--- src/rtl/router_pkg.sv ---
// Shared types, constants and the Hamming(7,4) encoder for the packet router.
package router_pkg;

   localparam int NUM_PORTS = 4;

   typedef enum logic {
      ST_IDLE = 1'b0,
      ST_SEND = 1'b1
   } state_e;

   // Hamming(7,4): data on bits 2,4,5,6; parity on bits 0,1,3.
   function automatic logic [6:0] hamming_encode(input logic [3:0] d);
      logic [6:0] cw;
      cw[2] = d[0];
      cw[4] = d[1];
      cw[5] = d[2];
      cw[6] = d[3];
      cw[0] = d[0] ^ d[1] ^ d[3];
      cw[1] = d[0] ^ d[2] ^ d[3];
      cw[3] = d[1] ^ d[2] ^ d[3];
      return cw;
   endfunction

endpackage

--- src/rtl/router_scheduler_if.sv ---
// Source/destination bundle of the router.
// Handshake: a source holds req[i]/pkt[i] stable until it sees gnt[i] high for
// one cycle; destination p owns d_out[p] while vld[p] is high and takes it on
// any cycle where rdy[p] is also high.
interface router_scheduler_if;
   import router_pkg::*;

   logic [NUM_PORTS-1:0]      req;
   logic [NUM_PORTS-1:0][5:0] pkt;
   logic [NUM_PORTS-1:0]      gnt;
   logic [NUM_PORTS-1:0][6:0] d_out;
   logic [NUM_PORTS-1:0]      vld;
   logic [NUM_PORTS-1:0]      rdy;

   // Environment side: sources and destinations.
   modport master (
      output req, pkt, rdy,
      input  gnt, d_out, vld
   );

   // Router side.
   modport slave (
      input  req, pkt, rdy,
      output gnt, d_out, vld
   );

endinterface

--- src/rtl/rr_arbiter.sv ---
// 4-way round-robin pick: search starts one past the last winner.
module rr_arbiter
   import router_pkg::*;
(
   input  logic [NUM_PORTS-1:0] req_i,
   input  logic [1:0]           ptr_i,
   output logic [NUM_PORTS-1:0] gnt_o
);

   logic [1:0] idx;
   logic       found;

   // First requester at ptr+1, ptr+2, ptr+3, ptr (wrapping) wins.
   always_comb begin
      gnt_o = '0;
      found = 1'b0;
      idx   = '0;
      for (int i = 1; i <= NUM_PORTS; i++) begin
         idx = 2'(int'(ptr_i) + i);
         if (!found && req_i[idx]) begin
            gnt_o[idx] = 1'b1;
            found      = 1'b1;
         end
      end
   end

endmodule

--- src/rtl/router_scheduler.sv ---
// Packet router: grants one source at a time, Hamming-encodes its nibble onto
// the destination port and holds it until rdy or a MAX_WAIT-cycle timeout.
module router_scheduler
   import router_pkg::*;
#(
   parameter int MAX_WAIT = 8
) (
   input  logic                clk,
   input  logic                rst,
   router_scheduler_if.slave   bus,
   output logic                busy,
   output logic [7:0]          drop_cnt,
   output state_e              dbg_state_o
);

   localparam logic [7:0] WAIT_LAST = 8'(MAX_WAIT - 1);

   state_e                    state_q;
   logic [NUM_PORTS-1:0]      gnt_q;
   logic [NUM_PORTS-1:0]      vld_q;
   logic [NUM_PORTS-1:0][6:0] d_out_q;
   logic [7:0]                wait_q;
   logic [1:0]                ptr_q;
   logic [1:0]                dest_q;
   logic [7:0]                drop_q;

   logic [NUM_PORTS-1:0]      win_onehot;
   logic [1:0]                win_idx;
   logic [5:0]                win_pkt;

   rr_arbiter u_arb (
      .req_i (bus.req),
      .ptr_i (ptr_q),
      .gnt_o (win_onehot)
   );

   // Encode the one-hot winner into an index to select its packet.
   always_comb begin
      win_idx = '0;
      for (int i = 0; i < NUM_PORTS; i++) begin
         if (win_onehot[i]) win_idx = 2'(i);
      end
   end

   assign win_pkt = bus.pkt[win_idx];

   // Scheduler FSM; every output is a register written here.
   always_ff @(posedge clk) begin
      if (rst) begin
         state_q <= ST_IDLE;
         gnt_q   <= '0;
         vld_q   <= '0;
         d_out_q <= '0;
         wait_q  <= '0;
         ptr_q   <= 2'd3;
         dest_q  <= '0;
         drop_q  <= '0;
      end else begin
         case (state_q)
            ST_IDLE: begin
               gnt_q <= '0;
               if (|bus.req) begin
                  gnt_q                  <= win_onehot;
                  ptr_q                  <= win_idx;
                  dest_q                 <= win_pkt[5:4];
                  d_out_q                <= '0;
                  d_out_q[win_pkt[5:4]]  <= hamming_encode(win_pkt[3:0]);
                  vld_q                  <= 4'b0001 << win_pkt[5:4];
                  wait_q                 <= '0;
                  state_q                <= ST_SEND;
               end
            end
            ST_SEND: begin
               gnt_q <= '0;
               if (bus.rdy[dest_q]) begin
                  vld_q   <= '0;
                  d_out_q <= '0;
                  state_q <= ST_IDLE;
               end else if (wait_q == WAIT_LAST) begin
                  vld_q   <= '0;
                  d_out_q <= '0;
                  if (drop_q != 8'hFF) drop_q <= drop_q + 8'd1;
                  state_q <= ST_IDLE;
               end else begin
                  wait_q <= wait_q + 8'd1;
               end
            end
            default: state_q <= ST_IDLE;
         endcase
      end
   end

   assign bus.gnt     = gnt_q;
   assign bus.vld     = vld_q;
   assign bus.d_out   = d_out_q;
   assign busy        = (state_q != ST_IDLE);
   assign drop_cnt    = drop_q;
   assign dbg_state_o = state_q;

endmodule

--- src/flat_wrapper.sv ---
// flat-port wrapper written by rule: the top's interface ports become plain ports
module router_scheduler_flat import router_pkg::*;
#(
   parameter int MAX_WAIT = 8
)
  (clk, rst, busy, drop_cnt, dbg_state_o, bus_req, bus_pkt, bus_rdy, bus_gnt, bus_d_out, bus_vld);
  router_scheduler_if bus_i ();
  input  logic clk;
  input  logic rst;
  output logic busy;
  output logic [7:0] drop_cnt;
  output state_e dbg_state_o;
  input wire logic [$bits(bus_i.req)-1:0] bus_req;
  input wire logic [$bits(bus_i.pkt)-1:0] bus_pkt;
  input wire logic [$bits(bus_i.rdy)-1:0] bus_rdy;
  output wire logic [$bits(bus_i.gnt)-1:0] bus_gnt;
  output wire logic [$bits(bus_i.d_out)-1:0] bus_d_out;
  output wire logic [$bits(bus_i.vld)-1:0] bus_vld;
  assign bus_i.req = bus_req;
  assign bus_i.pkt = bus_pkt;
  assign bus_i.rdy = bus_rdy;
  assign bus_gnt = bus_i.gnt;
  assign bus_d_out = bus_i.d_out;
  assign bus_vld = bus_i.vld;
  router_scheduler #(.MAX_WAIT(MAX_WAIT)) u_core (.clk(clk), .rst(rst), .bus(bus_i), .busy(busy), .drop_cnt(drop_cnt), .dbg_state_o(dbg_state_o));
endmodule
--- config.mk ---
export PLATFORM = sky130hd
export DESIGN_NAME = router_scheduler_flat
export DESIGN_NICKNAME = d
export VERILOG_FILES = /design/src/rtl/router_pkg.sv /design/src/rtl/router_scheduler_if.sv /design/src/rtl/rr_arbiter.sv /design/src/rtl/router_scheduler.sv /design/src/flat_wrapper.sv
export SDC_FILE = /design/constraint.sdc
export NUM_CORES = 1
export LEC_CHECK = 0
export CAP_MARGIN = 25
export CORE_UTILIZATION = 51
export CTS_BUF_LIST = sky130_fd_sc_hd__clkbuf_4
export DETAILED_ROUTE_END_ITERATION = 8
export PLACE_DENSITY = 0.85
export SYNTH_ARGS = -nofsm -noshare
export SYNTH_HDL_FRONTEND = slang
export SYNTH_SLANG_ARGS = --single-unit
--- constraint.sdc ---
create_clock -name clk -period 4.7 [get_ports clk]
set_input_delay 0.705 -clock clk [delete_from_list [all_inputs] [get_ports clk]]
set_output_delay 0.705 -clock clk [all_outputs]
set_load 0.02 [all_outputs]
==> results of run 1 <==
==> stage by stage <==
step | setup WS [ns] | instance area (µm²) | total power, W | std cells | hold slack (ns)
after floorplan | 1.112 | 3089 | 0.002180 | 356 | 0.4605
after global placement | 0.4666 | 3919 | 0.002631 | 492 | 0.4456
after detailed placement | 0.3877 | 3919 | 0.002669 | 492 | 0.4481
after CTS | 0.6606 | 4053 | 0.003034 | 508 | 0.4617
after global routing | 0.3087 | 4053 | 0.003242 | 508 | 0.4804
final | 0.5974 | 4053 | 0.003045 | 508 | 0.4585
==> final cells by class <==
type	instances	area, µm²
clock inverter	4	43.79
multi-input combinational	270	1827
timing repair buffer	85	830.8
sequential	57	1141
tap	72	90.09
inverter	8	30.03
clock buffer	12	90.09
fill	430	1623
==> per-layer routing <==
| layer | share of wire [%] | global-route usage, % |
|---|---|---|
| met2 | 45 | 38.46 |
| met5 | 0 | 0 |
| met3 | 9.0 | 7.657 |
| met4 | 1.7 | 10.36 |
| met1 | 44 | 32.44 |
==> Yosys cell counts (all sizes together) (4+ instances only) <==
library cell / n
nor3: 24
nand2: 28
o211a: 5
and2: 5
xor2: 9
ha: 10
nand3b: 4
a21oi: 26
nand2b: 6
mux4: 4
buf: 5
nor4: 6
o211ai: 4
dfxtp: 57
mux2i: 15
o21ai: 10
a22oi: 11
nand3: 7
inv: 8
xnor2: 4
clkbuf: 16
a221oi: 8
nor2: 46
nor2b: 4
==> how the worst max path moves through the flow <==
stage,depth (start not counted),to
4_1_cts,11,u_core.bus.d_out[3]
6_report,11,u_core.bus.d_out[3]
5_1_grt,12,u_core.bus.d_out[3]
2_1_floorplan,13,u_core.bus.d_out[24]
3_3_place_gp,10,u_core.bus.d_out[21]
3_5_place_dp,10,u_core.bus.d_out[17]
==> sequential cells by signal, summed over array words and instances, names as in the netlist <==
register          count
u_core.busy           1
u_core.wait_q         8
u_core.bus.gnt        4
u_core.bus.vld        4
u_core.drop_cnt       8
u_core.bus.d_out     28
u_core.dest_q         2
u_core.ptr_q          2
==> critical path: stages (launching register included) <==
cell      delay, ns
dfxtp_1        0.50
inv_1          0.19
ha_1           0.45
mux2i_1        0.27
mux2i_1        0.19
a211o_1        0.35
o211ai_1       0.48
nor2_1         0.14
o31ai_4        0.44
xor2_2         0.56
mux2i_1        0.27
a21oi_1        0.08
==> logic make-up (layout without fill, tap and decap cells) <==
| family | after synthesis | in the layout |
|---|---|---|
| AOI/OAI and AO/OA | 80 | 80 |
| xor gates and xnor gates | 13 | 13 |
| adders and majority gates | 10 | 10 |
| buffers and inverters | 29 | 109 |
| DFF | 57 | 57 |
| muxes | 20 | 20 |
| and+or+nand+nor | 147 | 147 |
==> power by group <==
| group | internal [W] | switching, W |
|---|---|---|
| combinational | 0.000831 | 0.00120 |
| sequential | 0.000595 | 0.0000651 |
| clock | 0.000177 | 0.000173 |
| total | 0.00160 | 0.00144 |
==> key figures, run 1 <==
STA
  – Setup TNS: 0 ns
  – Slew Limit Fails: 0
  – Worst Max-Slew Pin Slew: 0.9488 ns
  – Tmin final: 4.103 ns
  – Worst clock skew: 0.01058 ns
  – Max Clk Rate: 243.7 MHz
  – Period Utilization, post-route: 87.29%
  – Hold Fails Final Rpt: 0
  – Final setup viols: 0
  – Slew headroom: 36.74%
  – RSZ-0062 raised after global routing: no

Synth
  – Distinct cell type count after synthesis: 53
  – Mapped Cells: 356
  – Synth Area in Simple Gates: 23.29%
  – Post-synth ARST share: 0%
  – Synth Area in Compound Gates: 19.36%
  – Post-synth EDFFs: 0
  – Avg Cell Area, Syn: 8.678 µm²
  – Most area-consuming cells after synthesis: dfxtp_1 37%, nor2_1 5.6%, mux2i_1 4.9%
  – Syn_nets: 400
  – Yosys reg bits: 57
  – Post-Syn Area: 3089 µm²
  – Synth Area in Adders: 4.050%
  – Ys flop type: dfxtp_1
  – Xor/xnor share of the synthesized area: 4.172%
  – Yosys Warn Count: 0
  – Largest family of logic cells by synthesized area: simple AND/OR/NAND/NOR gates
  – Mux contribution to synthesized area: 8.141%
  – Synth area leader: dfxtp_1
  – Top cell type's share of synthesized area: 36.94%
  – Post-synthesis sequential area ratio: 36.94%

Final layout
  – Diode count: 0
  – Area growth from synthesis to layout: 31.19%
  – Commonest non-fill, non-tap cell in the layout: clkdlybuf4s50_1
  – Final nets: 475
  – Layout cell share with drive strength beyond 1: 9.404%
  – Most frequent cells in the layout: 78 x clkdlybuf4s50_1, 57 x dfxtp_1, 46 x nor2_1
  – Utilization after layout: 71.41%

Global routing
  – Tot GR Track Use: 25.04%
  – Grt ovf: 0
  – Largest net degree at the start of global routing: 56
  – Vias in the first global route: 2664
  – Global-route wire length before repair: 12400 µm
  – Initial antenna violation count: 0

Clock tree
  – CTS Buf Count: 9
  – Post-CTS Setup Repair Bufs: 0
  – Clock slew at reported path FFs: 0.10 ns
  – PostCTS Resize Cnt: 0
  – Clock tree from TritonCTS: built
  – Hold Buf Count CTS: 0
  – H-tree Lvls: 3
  – CTS Buffer Depth: 2
  – Sink Count: 57
  – Clock root cell: clkbuf_4
  – Clk_lat worst skew: 0.40 ns

Die
  – Core ar.: 5675 µm²
  – Die Area: 6373 µm²
  – Horiz. Die Dim: 79.83 µm
  – Die H: 79.83 µm
  – Initial Utilization: 54.43%
  – # IOs: 80
  – Row Count: 27

Power
  – Static Leak: 1.531 nW
  – VDD IR max: 0.5053 mV
  – Power Density: 751.3 nW/µm²

Run status
  – Result of the run: completed

Worst hold path
  – Hold Crit Start: u_core.bus.d_out[22]
  – Hold path depth: 2
  – Min-Delay Path Class: reg -> reg
  – Worst Hold End: u_core.bus.d_out[22]

Job
  – Max-Cap Viols: 0

Routing
  – Number of remaining DRC errors: 0
  – Vias per inst: 5.770
  – Initial DRC count: 107
  – Drt first pass iters: 5
  – Via Count: 2931
  – Routed WL: 7673 µm
  – WL/cell: 15.10 µm
  – Final ANT Viol Nets: 0

Place
  – Post-DP HPWL: 5514 µm
  – PortBufs: 79
  – Placer Congestion: 0.8881

Setup path
  – FF-to-FF End: u_core.bus.d_out[3]
  – Worst r2r src: u_core.ptr_q[1]
  – R2R setup slack: 0.60 ns
  – Worst Path Max Fanout: 11
  – Critical path startpoint category: flip-flop
  – Path type of the worst setup path: reg -> reg
  – CP endpoint kind: flip-flop
  – R2R depth: 11
  – Crit path DAT: 4.34 ns
  – Required @ worst endpoint: 4.94 ns
  – Crit. Startpoint: u_core.ptr_q[1]
Power figures use the tool's default switching activity.
==> run 2, diff against run 1 <==
--- a/config.mk
+++ b/config.mk
@@ -10,6 +10,7 @@
 export CTS_BUF_LIST = sky130_fd_sc_hd__clkbuf_4
 export DETAILED_ROUTE_END_ITERATION = 8
 export PLACE_DENSITY = 0.85
+export SKIP_LAST_GASP = 1
 export SYNTH_ARGS = -nofsm -noshare
 export SYNTH_HDL_FRONTEND = slang
 export SYNTH_SLANG_ARGS = --single-unit
==> results of run 2 <==
Same layout as run 1: the final DEF is identical, and so are final timing and power.
==> run 3, diff against run 2 <==
--- a/config.mk
+++ b/config.mk
@@ -8,7 +8,9 @@
 export CAP_MARGIN = 25
 export CORE_UTILIZATION = 51
 export CTS_BUF_LIST = sky130_fd_sc_hd__clkbuf_4
+export CTS_CLUSTER_SIZE = 8
 export DETAILED_ROUTE_END_ITERATION = 8
+export MAX_ROUTING_LAYER = met4
 export PLACE_DENSITY = 0.85
 export SKIP_LAST_GASP = 1
 export SYNTH_ARGS = -nofsm -noshare
==> run 3 against run 2 <==
Against the previous run:
- die area unchanged
- critical endpoint is now u_core.bus.d_out[16]
- highest routed layer unchanged
- first-iteration DRC count up 58%
- register-to-register slack worse by 0.26 ns
- fmax down 5.9%
- critical path depth up 1
- power up 1.4%
- final cell count unchanged
- utilization up 0.088 points
- clock power up 3%
- final area up 0.12%
- sequential cell count unchanged
- global-route usage up 2.9 points
==> key figures, run 3 (synthesis results as in run 1) <==
Place
  – Placed Cells: 492 (unchanged)
  – Cell Area, Placed: 3919 µm² (unchanged)
  – Post-DP HPWL: 5869 µm (+6.4%)
  – Placer Congestion: 0.8958 (+0.87%)
  – PortBufs: 79 (unchanged)

Clock tree
  – CTS Buf Count: 9 (unchanged)
  – Hold Buf Count CTS: 0 (unchanged)
  – CTS Buffer Depth: 2 (unchanged)
  – Clk_lat worst skew: 0.41 ns (about the same)
  – Clock root cell: clkbuf_4
  – PostCTS Resize Cnt: 0 (unchanged)
  – H-tree Lvls: 3 (unchanged)
  – Sink Count: 57 (unchanged)
  – Post-CTS Setup Repair Bufs: 0 (unchanged)
  – Clock slew at reported path FFs: 0.11 ns (about the same)
  – Clock tree from TritonCTS: built

Final layout
  – Most frequent cells in the layout: 78 x clkdlybuf4s50_1, 57 x dfxtp_1, 46 x nor2_1
  – Max reg flops: 28 (unchanged)
  – Layout cell share with drive strength beyond 1: 9.633% (+0.23 points)
  – Commonest non-fill, non-tap cell in the layout: clkdlybuf4s50_1
  – Final Cell Area: 4058 µm² (+0.12%)
  – Area growth from synthesis to layout: 31.35%
  – Final nets: 475 (unchanged)
  – Diode count: 0 (unchanged)
  – Fin cells: 508 (unchanged)
  – Utilization after layout: 71.49% (+0.088 points)

STA
  – Worst Max-Slew Pin Slew: 0.9975 ns (+0.04866 ns)
  – Max Clk Rate: 229.3 MHz (-5.9%)
  – RSZ-0062 raised after global routing: no
  – Slew headroom: 33.50% (-3.2 points)
  – Final setup viols: 0 (unchanged)
  – Setup TNS: 0 ns (unchanged)
  – Period Utilization, post-route: 92.80% (+5.5 points)
  – Worst clock skew: 0.01267 ns (+0.002083 ns)
  – Hold Fails Final Rpt: 0 (unchanged)
  – Slew Limit Fails: 0 (unchanged)
  – Tmin final: 4.361 ns (+0.2588 ns)
  – Fin Hold WS: 0.4635 ns (+0.004946 ns)

Die
  – Horiz. Die Dim: 79.83 µm (unchanged)
  – Die Area: 6373 µm² (unchanged)
  – Initial Utilization: 54.43% (unchanged)
  – Row Count: 27 (unchanged)
  – Die H: 79.83 µm (unchanged)
  – # IOs: 80 (unchanged)
  – Core ar.: 5675 µm² (unchanged)

Routing
  – Final ANT Viol Nets: 0 (unchanged)
  – WL/cell: 16.24 µm (+7.5%)
  – Initial DRC count: 169 (+58%)
  – Via Count: 2979 (+1.6%)
  – Number of remaining DRC errors: 0 (unchanged)
  – Vias per inst: 5.864 (+1.6%)
  – Drt first pass iters: 4 (-1)
  – Routed WL: 8249 µm (+7.5%)

Setup path
  – Crit. Startpoint: u_core.ptr_q[0]
  – Worst Path Max Fanout: 11 (unchanged)
  – Worst path slowest cell: dfxtp_1
  – Worst r2r src: u_core.ptr_q[0]
  – Required @ worst endpoint: 4.95 ns (about the same)
  – R2R depth: 12 (+1)
  – R2R setup slack: 0.34 ns (-0.26 ns)
  – Crit path cell chain: inv_1 > ha_1 > mux2i_1 > mux2i_1 > a21oi_1 > a221oi_1 > buf_4 > nor4_1 > a211oi_2 > nor2_1 > a22oi_1 > nor2_1
  – Path type of the worst setup path: reg -> reg
  – FF-to-FF End: u_core.bus.d_out[16]
  – CP max stage delay: 0.62 ns (+0.06 ns)
  – Critical path startpoint category: flip-flop
  – CP endpoint kind: flip-flop
  – Crit path DAT: 4.62 ns (+0.28 ns)

Global routing
  – Tot GR Track Use: 27.94% (+2.9 points)
  – Largest net degree at the start of global routing: 56 (unchanged)
  – Grt ovf: 0 (unchanged)
  – Vias in the first global route: 2781 (+4.4%)
  – Global-route wire length before repair: 13370 µm (+7.8%)
  – Initial antenna violation count: 0 (unchanged)

Worst hold path
  – Hold path depth: 2 (unchanged)
  – Hold Crit Start: u_core.bus.d_out[26]
  – Worst Hold End: u_core.bus.d_out[26]
  – Min-Delay Path Class: reg -> reg

Job
  – Max-Cap Viols: 0 (unchanged)

Power
  – Power Density: 760.7 nW/µm² (+1.2%)
  – Static Leak: 1.520 nW (-0.70%)
  – VDD IR max: 0.5106 mV (+1.1%)

Run status
  – Result of the run: completed
==> run 3: cell types whose count changed in the layout (fill, tap and decap cells not counted), sizes merged <==
cell | before | now
clkbuf | 12 | 9
clkinvlp | 0 | 3
==> run 3: routing by layer <==
layer  wire (µm)  global-route usage, %  vias to the layer above
li1            -                      -                     1437
met1        3680                  35.76                     1418
met2        3741                  42.22                      111
met3         695                  8.000                       13
met4         131                  9.464                        0
met5           0                      -                        -
==> run 3: through the flow <==
stage                     total power [W]  setup WS [ns]
after floorplan                  0.002180          1.112
after global placement           0.002641         0.4619
after detailed placement         0.002696         0.3244
after CTS                        0.003070         0.4290
after global routing             0.003283        0.01248
final                            0.003087         0.3386
==> run 3: worst max-delay path by stage <==
stage,end,slack (ns)
2_1_floorplan,u_core.bus.d_out[24],1.11
3_3_place_gp,u_core.bus.d_out[24],0.46
3_5_place_dp,u_core.bus.d_out[24],0.32
4_1_cts,u_core.bus.d_out[17],0.43
5_1_grt,u_core.bus.d_out[16],0.01
6_report,u_core.bus.d_out[16],0.34
==> run 3: worst max-delay path, delay by kind of cell, from the launching register on <==
kind,cells,cell delay [ns]
adder cells (fa/ha/maj),1,0.47
buffers and inverters,2,0.58
flip-flops,1,0.62
AO/OA/AOI/OAI,4,1.57
multiplexers,2,0.56
AND/OR/NAND/NOR,3,0.41
==> run 3: layout make-up <==
| type | count | area [µm²] |
|---|---|---|
| tap | 72 | 90.09 |
| inverter | 8 | 30.03 |
| fill | 461 | 1618 |
| clock inverter | 7 | 71.32 |
| multi-input combinational | 270 | 1827 |
| timing repair buffer | 85 | 830.8 |
| sequential | 57 | 1141 |
| clock buffer | 9 | 67.56 |
==> run 3: report_power, final <==
| part | switching, W | internal, W |
|---|---|---|
| clock | 0.000199 | 0.000160 |
| sequential | 0.0000787 | 0.000595 |
| combinational | 0.00122 | 0.000837 |
